<file path="src/rtl/logicunit_driver.sv">
// logicunit_driver: self-test stimulus and checking engine for a 2-bit-control
// logic unit. On start it walks every (a, b, control) combination onto the unit,
// compares the returned result with an internal reference and reports the
// mismatch count, the first failing vector index and done/pass status.
// Optional build macro: LOGICUNIT_DRIVER_STOP_ON_FAIL_EN ends a run at the first
// mismatch instead of applying all vectors.
module logicunit_driver #(
    parameter int WIDTH = 1,
    parameter int ERR_W = 16
) (
    input  logic                 clk,
    input  logic                 reset_n,
    input  logic                 start,
    input  logic [WIDTH-1:0]     dut_out,
    output logic [WIDTH-1:0]     a,
    output logic [WIDTH-1:0]     b,
    output logic [1:0]           control,
    output logic                 busy,
    output logic                 done,
    output logic                 pass,
    output logic [ERR_W-1:0]     err_count,
    output logic [2*WIDTH+1:0]   fail_index
);

    localparam int IDX_W = 2*WIDTH + 2;

    localparam logic [1:0] S_IDLE = 2'd0;
    localparam logic [1:0] S_RUN  = 2'd1;
    localparam logic [1:0] S_DONE = 2'd2;

    logic [1:0]       r_state;
    logic [IDX_W-1:0] r_idx;
    logic [WIDTH-1:0] r_a;
    logic [WIDTH-1:0] r_b;
    logic [1:0]       r_ctrl;
    logic [WIDTH-1:0] r_exp;
    logic [ERR_W-1:0] r_err;
    logic [IDX_W-1:0] r_fail;

    logic             w_launch;
    logic             w_mismatch;
    logic             w_last;
    logic             w_stop;
    logic             w_err_sat;
    logic [IDX_W-1:0] w_next_idx;

    // Reference result for a vector index, decoded with the same field mapping
    // that drives a, b and control.
    function automatic logic [WIDTH-1:0] f_ref(input logic [IDX_W-1:0] idx);
        logic [WIDTH-1:0] fa;
        logic [WIDTH-1:0] fb;
        logic [1:0]       fc;
        fa = idx[WIDTH-1:0];
        fb = idx[2*WIDTH-1:WIDTH];
        fc = idx[IDX_W-1:2*WIDTH];
        case (fc)
            2'd0:    return fa & fb;
            2'd1:    return fa | fb;
            2'd2:    return ~(fa | fb);
            default: return fa ^ fb;
        endcase
    endfunction

    // A run may only be launched from IDLE or DONE; start is ignored in RUN.
    assign w_launch   = start && ((r_state == S_IDLE) || (r_state == S_DONE));
    assign w_mismatch = (dut_out != r_exp);
    assign w_last     = (r_idx == {IDX_W{1'b1}});
    assign w_next_idx = r_idx + {{(IDX_W-1){1'b0}}, 1'b1};
    assign w_err_sat  = &r_err;

`ifdef LOGICUNIT_DRIVER_STOP_ON_FAIL_EN
    // First mismatch terminates the run at the same edge it is detected.
    assign w_stop = w_last || w_mismatch;
`else
    // Every vector is always applied.
    assign w_stop = w_last;
`endif

    // Sequencer: state, current index, and the vector/expected pair driven to the unit.
    always_ff @(posedge clk or negedge reset_n) begin
        if (!reset_n) begin
            r_state <= S_IDLE;
            r_idx   <= '0;
            r_a     <= '0;
            r_b     <= '0;
            r_ctrl  <= '0;
            r_exp   <= '0;
        end else begin
            case (r_state)
                S_IDLE, S_DONE: begin
                    if (w_launch) begin
                        r_state <= S_RUN;
                        r_idx   <= '0;
                        r_a     <= '0;
                        r_b     <= '0;
                        r_ctrl  <= '0;
                        r_exp   <= f_ref('0);
                    end
                end
                S_RUN: begin
                    if (w_stop) begin
                        // Park the operand bus at zero once checking is over.
                        r_state <= S_DONE;
                        r_a     <= '0;
                        r_b     <= '0;
                        r_ctrl  <= '0;
                        r_exp   <= '0;
                    end else begin
                        r_idx   <= w_next_idx;
                        r_a     <= w_next_idx[WIDTH-1:0];
                        r_b     <= w_next_idx[2*WIDTH-1:WIDTH];
                        r_ctrl  <= w_next_idx[IDX_W-1:2*WIDTH];
                        r_exp   <= f_ref(w_next_idx);
                    end
                end
                default: begin
                    r_state <= S_IDLE;
                end
            endcase
        end
    end

    // Error accounting: saturating mismatch count and index of the first failure.
    always_ff @(posedge clk or negedge reset_n) begin
        if (!reset_n) begin
            r_err  <= '0;
            r_fail <= '0;
        end else if (w_launch) begin
            r_err  <= '0;
            r_fail <= '0;
        end else if ((r_state == S_RUN) && w_mismatch) begin
            if (!w_err_sat) begin
                r_err <= r_err + {{(ERR_W-1){1'b0}}, 1'b1};
            end
            if (r_err == '0) begin
                r_fail <= r_idx;
            end
        end
    end

    assign a          = r_a;
    assign b          = r_b;
    assign control    = r_ctrl;
    assign busy       = (r_state == S_RUN);
    assign done       = (r_state == S_DONE);
    assign pass       = done && (r_err == '0);
    assign err_count  = r_err;
    assign fail_index = r_fail;

endmodule

</file>
<file path="config.mk">
export PLATFORM = sky130hd
export DESIGN_NAME = logicunit_driver
export DESIGN_NICKNAME = d
export VERILOG_FILES = /design/src/rtl/logicunit_driver.sv
export SDC_FILE = /design/constraint.sdc
export NUM_CORES = 1
export LEC_CHECK = 0
export CORE_MARGIN = 4
export CORE_UTILIZATION = 47
export CTS_CLUSTER_DIAMETER = 80
export DETAILED_ROUTE_END_ITERATION = 16
export PLACE_DENSITY_LB_ADDON = 0.3
export SETUP_SLACK_MARGIN = 0.4
export SLEW_MARGIN = 10
export SYNTH_ARGS = -nofsm -noshare
export SYNTH_HDL_FRONTEND = slang
export SYNTH_SLANG_ARGS = --single-unit
</file>
<file path="constraint.sdc">
create_clock -name clk -period 1.55 [get_ports clk]
set_clock_uncertainty 0.1 [all_clocks]
set_input_delay 0.31 -clock clk [delete_from_list [all_inputs] [get_ports clk]]
set_output_delay 0.31 -clock clk [all_outputs]
set_load 0.005 [all_outputs]
</file>
==> results of run 1 <==
-- Yosys cell counts (all sizes together), types with 2 or more instances --
library cell  number  share of area
a21oi              3         0.0088
a31oi              2          0.011
and3               2         0.0073
buf                3          0.012
dfrtp             31           0.45
ha                 4          0.029
inv                6          0.013
mux2i              9          0.053
nand2             24          0.053
nand2b             4          0.022
nand3              9          0.032
nand4              7          0.029
nor2              17          0.039
nor2b              2         0.0073
nor3               2         0.0088
nor4               6          0.031
o211ai             4          0.029
o21ai              9          0.033
or3                2         0.0073
xnor2              4          0.021
xor2               5          0.026
-- through the flow --
stage	instances	area (sq um)	setup WS [ps]	setup TNS (ps)
floorplan	170	1810	-121	-851
global placement	284	2490	-487	-8530
detailed placement	284	2490	-571	-9520
CTS	329	3190	-398	-5470
-- logic make-up after synthesis --
| kind of cell | after synthesis |
|---|---|
| buffers and inverters | 10 |
| and+or+nand+nor | 79 |
| adders and majority gates | 4 |
| xor gates and xnor gates | 9 |
| muxes | 10 |
| DFF | 31 |
| AOI/OAI and AO/OA | 27 |
-- what timing repair did --
action                     4_1_cts
gates resized for setup        200
setup endpoints to repair       57
setup buffers                   37
pin swaps                       27
==> impl_metrics.tcl, run 1 <==
set metrics [dict create \
    outcome "stopped before the end" \
    flow.stopped_at "global routing" \
    flow.first_error "[ERROR DPL-0038] Utilization greater than 100%, impossible to legalize" \
    synth-seq-area-share 0.455 \
    synth-edff-count 0 \
    yosysWarnings 0 \
    grt_start_max_net_pins 32 \
    synthFlopType "sky130_fd_sc_hd__dfrtp_1" \
    syn_avg_cell_area_sq_um 10.0 \
    tritoncts_num_sinks 31 \
    initial_core_util 0.499 \
    port-buffer-count 30 \
    yosysUniqueCellTypes 48 \
    core.rowCount 21 \
    synth-xor-area-share 0.0462 \
    dpl.hpwl_um 3590 \
    muxShareOfSynthArea 0.0594 \
    postGrtWorstEndpoint "pass" \
    top_level_port_count 31 \
    cts_hold_repair.buffers 0 \
    root_buffer "sky130_fd_sc_hd__clkbuf_4" \
    synth_adder_area_share 0.0293 \
    post_synth_instance_area_sq_mm 0.00171 \
    postSynthCellCount 170 \
    ys_async_sr_fraction 1.00 \
    synth_seq_cells 31 \
    clockBufferDepth 2 \
    synth_nets 178 \
    synth_simple_gate_area_share 0.256 \
    combinational_family_with_the_most_area_after_synthesis "simple AND/OR/NAND/NOR gates" \
    total_clock_buffers_created_by_cts 5 \
    die_height_um 68.2 \
    die_x_um 68.2 \
    synth_compound_area_frac 0.126 \
    type_of_pin_the_worst_path_ends_at "primary output" \
    routabilityCongestion 0.922 \
    cts_max_level 2 \
]
==> run 2, diff against run 1 <==
- CORE_UTILIZATION: 47 -> 40
- CTS_CLUSTER_DIAMETER: 80 -> default
- PLACE_DENSITY_LB_ADDON: 0.3 -> 0.15
- SETUP_SLACK_MARGIN: 0.4 -> default
- clock period: 1.55 -> 2 ns (I/O delays scaled with it)
==> run 2 against run 1 <==
  * The flow now finishes without violations
  * Synthesized cell count stayed put
  * Area after synthesis stayed put
==> impl_metrics.tcl, run 2 <==
set metrics [dict create \
    wl_per_cell_um 15.8 \
    irDropWorstVdd_mv 0.687 \
    finalWirelength_um 4490 \
    synth_commonest_cells "31 x sky130_fd_sc_hd__dfrtp_1, 24 x sky130_fd_sc_hd__nand2_1, 16 x sky130_fd_sc_hd__nor2_1" \
    placedInstanceArea_sq_mm 0.00228 \
    timing.final.crit_share 0.996 \
    clk_transition_reported_paths_ps 60 \
    via_count_of_the_first_global_routing_pass 1558 \
    synth_seq_cells 31 \
    setup_slack_ps 8.86 \
    root_buffer "sky130_fd_sc_hd__clkbuf_8" \
    setup.worst_path.end_class "primary output" \
    synth-edff-count 0 \
    worstSetupPathType "reg -> out" \
    mostFrequentLayoutCell "sky130_fd_sc_hd__dfrtp_1" \
    synth_simple_gate_area_share 0.256 \
    muxShareOfSynthArea 0.0594 \
    yosysUniqueCellTypes 48 \
    detail_route.iter0.violations 67 \
    worst_skew_pair.late_latency_ps 290 \
    hold_path_end "a" \
    routed_via_density 5.43 \
    syn_to_final_growth_pct 44.2 \
    synthFlopType "sky130_fd_sc_hd__dfrtp_1" \
    residual_drc_count 0 \
    max-slew-margin-rel 0.735 \
    worst_r2r_startpoint "err_count[6]" \
    max_ffs_per_register 16 \
    antenna_left 0 \
    r2r_setup_slack_ps 100 \
    grt_start_max_net_pins 32 \
    syn_avg_cell_area_sq_um 10.0 \
    synth_top_area_cell "sky130_fd_sc_hd__dfrtp_1" \
    nNetsFinal 241 \
    worstPathRequired_ps 1500 \
    synth.area.top_cells "sky130_fd_sc_hd__dfrtp_1 45%, sky130_fd_sc_hd__mux2i_1 5.3%, sky130_fd_sc_hd__nand2_1 5.3%, sky130_fd_sc_hd__nor2_1 3.5%, sky130_fd_sc_hd__ha_1 2.9%" \
    fill_cells 345 \
    yosysWarnings 0 \
    synth_nets 178 \
    cts_hold_repair.buffers 0 \
    gr-usage-all-layers 0.184 \
    die_x_um 73.3 \
    core.rowCount 23 \
    routabilityCongestion 0.770 \
    post_synth_instance_area_sq_mm 0.00171 \
    fmax_mhz 502 \
    fin_total_pwr_w 0.00307 \
    antenna_cells_inserted 0 \
    first_pass_detailed_route_iteration_total 4 \
    total_number_of_vias 1543 \
    synth-xor-area-share 0.0462 \
    drv_slew 0 \
    ys_async_sr_fraction 1.00 \
    critPathMaxFanout 2 \
    total_leakage_power_nw 1.11 \
    yosysMostFrequentCell "sky130_fd_sc_hd__dfrtp_1" \
    finish.instance_area_sq_mm 0.00246 \
    initial_core_util 0.420 \
    cts_max_level 2 \
    power_per_cell_area_mw_per_mm2 1250 \
    grt_pass1_wl_um 7440 \
    layout.cells.most_common_list "30 x sky130_fd_sc_hd__dfrtp_1, 29 x sky130_fd_sc_hd__buf_4, 28 x sky130_fd_sc_hd__clkdlybuf4s50_1" \
    port-buffer-count 30 \
    regToRegEndpoint "err_count[10]" \
    max_cap_violations 0 \
    worst-slew-pin-transition_ps 397 \
    outcome "finished clean" \
    top_level_port_count 31 \
    hold_path.class "reg -> reg" \
    ff2ff_path_depth 7 \
    total_clock_buffers_created_by_cts 5 \
    final_period_minus_worst_setup_slack_ps 1990 \
    synthDominantCellAreaShare 0.455 \
    clockBufferDepth 2 \
    combinational_family_with_the_most_area_after_synthesis "simple AND/OR/NAND/NOR gates" \
    setup_violations 0 \
    total_gr_overflow 0 \
    tritoncts_num_sinks 31 \
    critPathLaunchType "register" \
    grt_setup_unrepaired "yes" \
    cts_tree "done" \
    die_height_um 73.3 \
    synth_compound_area_frac 0.126 \
    worst_path_arrival_time_ps 1490 \
    synth-seq-area-share 0.455 \
    dpl.hpwl_um 3440 \
    design.core.area_sq_mm 0.00406 \
    holdCritStartpoint "a" \
    min_delay_path_depth 2 \
    synth_adder_area_share 0.0293 \
    postSynthCellCount 170 \
    final_hold_viol_count 0 \
    drive_gt1_frac 0.278 \
    grt_antenna_before_repair 0 \
    dieArea_sq_mm 0.00537 \
    dp_slack_ps -276 \
]
-- run 2: cell type report --
type / count / area [sq um] / share of cell area
inverters: 6 / 25.0 / 0.0102
clock buffers: 6 / 82.6 / 0.0336
multi-input cells: 129 / 950 / 0.386
well taps: 50 / 62.6 / 0.0254
flip-flops and latches: 31 / 777 / 0.316
repair buffers: 60 / 527 / 0.214
clock inverters: 2 / 35.0 / 0.0142
-- run 2: logic make-up after synthesis --
family	after synthesis
muxes	10
DFF	31
AOI/OAI and AO/OA	27
xor gates and xnor gates	9
buffers and inverters	10
and+or+nand+nor	79
adders and majority gates	4
-- run 2: critical path, stage by stage (launching register included) --
cell                      delay, ps
sky130_fd_sc_hd__dfrtp_1        390
sky130_fd_sc_hd__nor4_2         260
sky130_fd_sc_hd__buf_4          140
sky130_fd_sc_hd__nand4_1        160
sky130_fd_sc_hd__nor2_1         140
sky130_fd_sc_hd__buf_2          120
-- run 2: report_power, final --
| group | internal [W] | switching, W | total (W) | leakage, nW |
|---|---|---|---|---|
| clock network | 0.000403 | 0.000238 | 0.000641 | 0.0612 |
| registers | 0.000811 | 0.000160 | 0.000971 | 0.404 |
| logic | 0.000743 | 0.000720 | 0.00146 | 0.646 |
| total | 0.00196 | 0.00112 | 0.00307 | 1.11 |
-- run 2: routing by layer --
layer  track usage  share of wire  up-vias
met5             0              0        -
met4        0.0684          0.014        0
met3        0.0492          0.036        6
met2         0.298           0.50       24
met1         0.235           0.45      776
li1              -              -      737
-- run 2: metrics by stage --
stage | hold WS (ps) | cells | setup TNS, ps | util
2_1_floorplan | 4.41 | 170 | 0 | -
3_3_place_gp | 363 | 277 | -701 | 0.561
3_5_place_dp | 370 | 277 | -865 | 0.561
4_1_cts | 387 | 285 | -16.5 | 0.599
5_1_grt | 417 | 284 | -132 | 0.606
6_report | 383 | 284 | 0 | 0.606
-- run 2: worst max-delay path by stage --
stage / from / to / slack [ps] / cells past startpoint
after global placement: err_count[12] / pass / -330 / 5
after CTS: err_count[5] / pass / -8 / 5
final: err_count[5] / pass / 9 / 5
after detailed placement: err_count[12] / pass / -280 / 5
after global routing: err_count[5] / pass / -130 / 5
after floorplan: err_count[0] / err_count[9] / 280 / 6
-- run 2: timing repair --
action                     4_1_cts  5_1_grt
pin swaps                        5        3
setup endpoints to repair        6       13
buffers inserted                 2        0
resized for setup               13        8
Power figures use the tool's default switching activity.
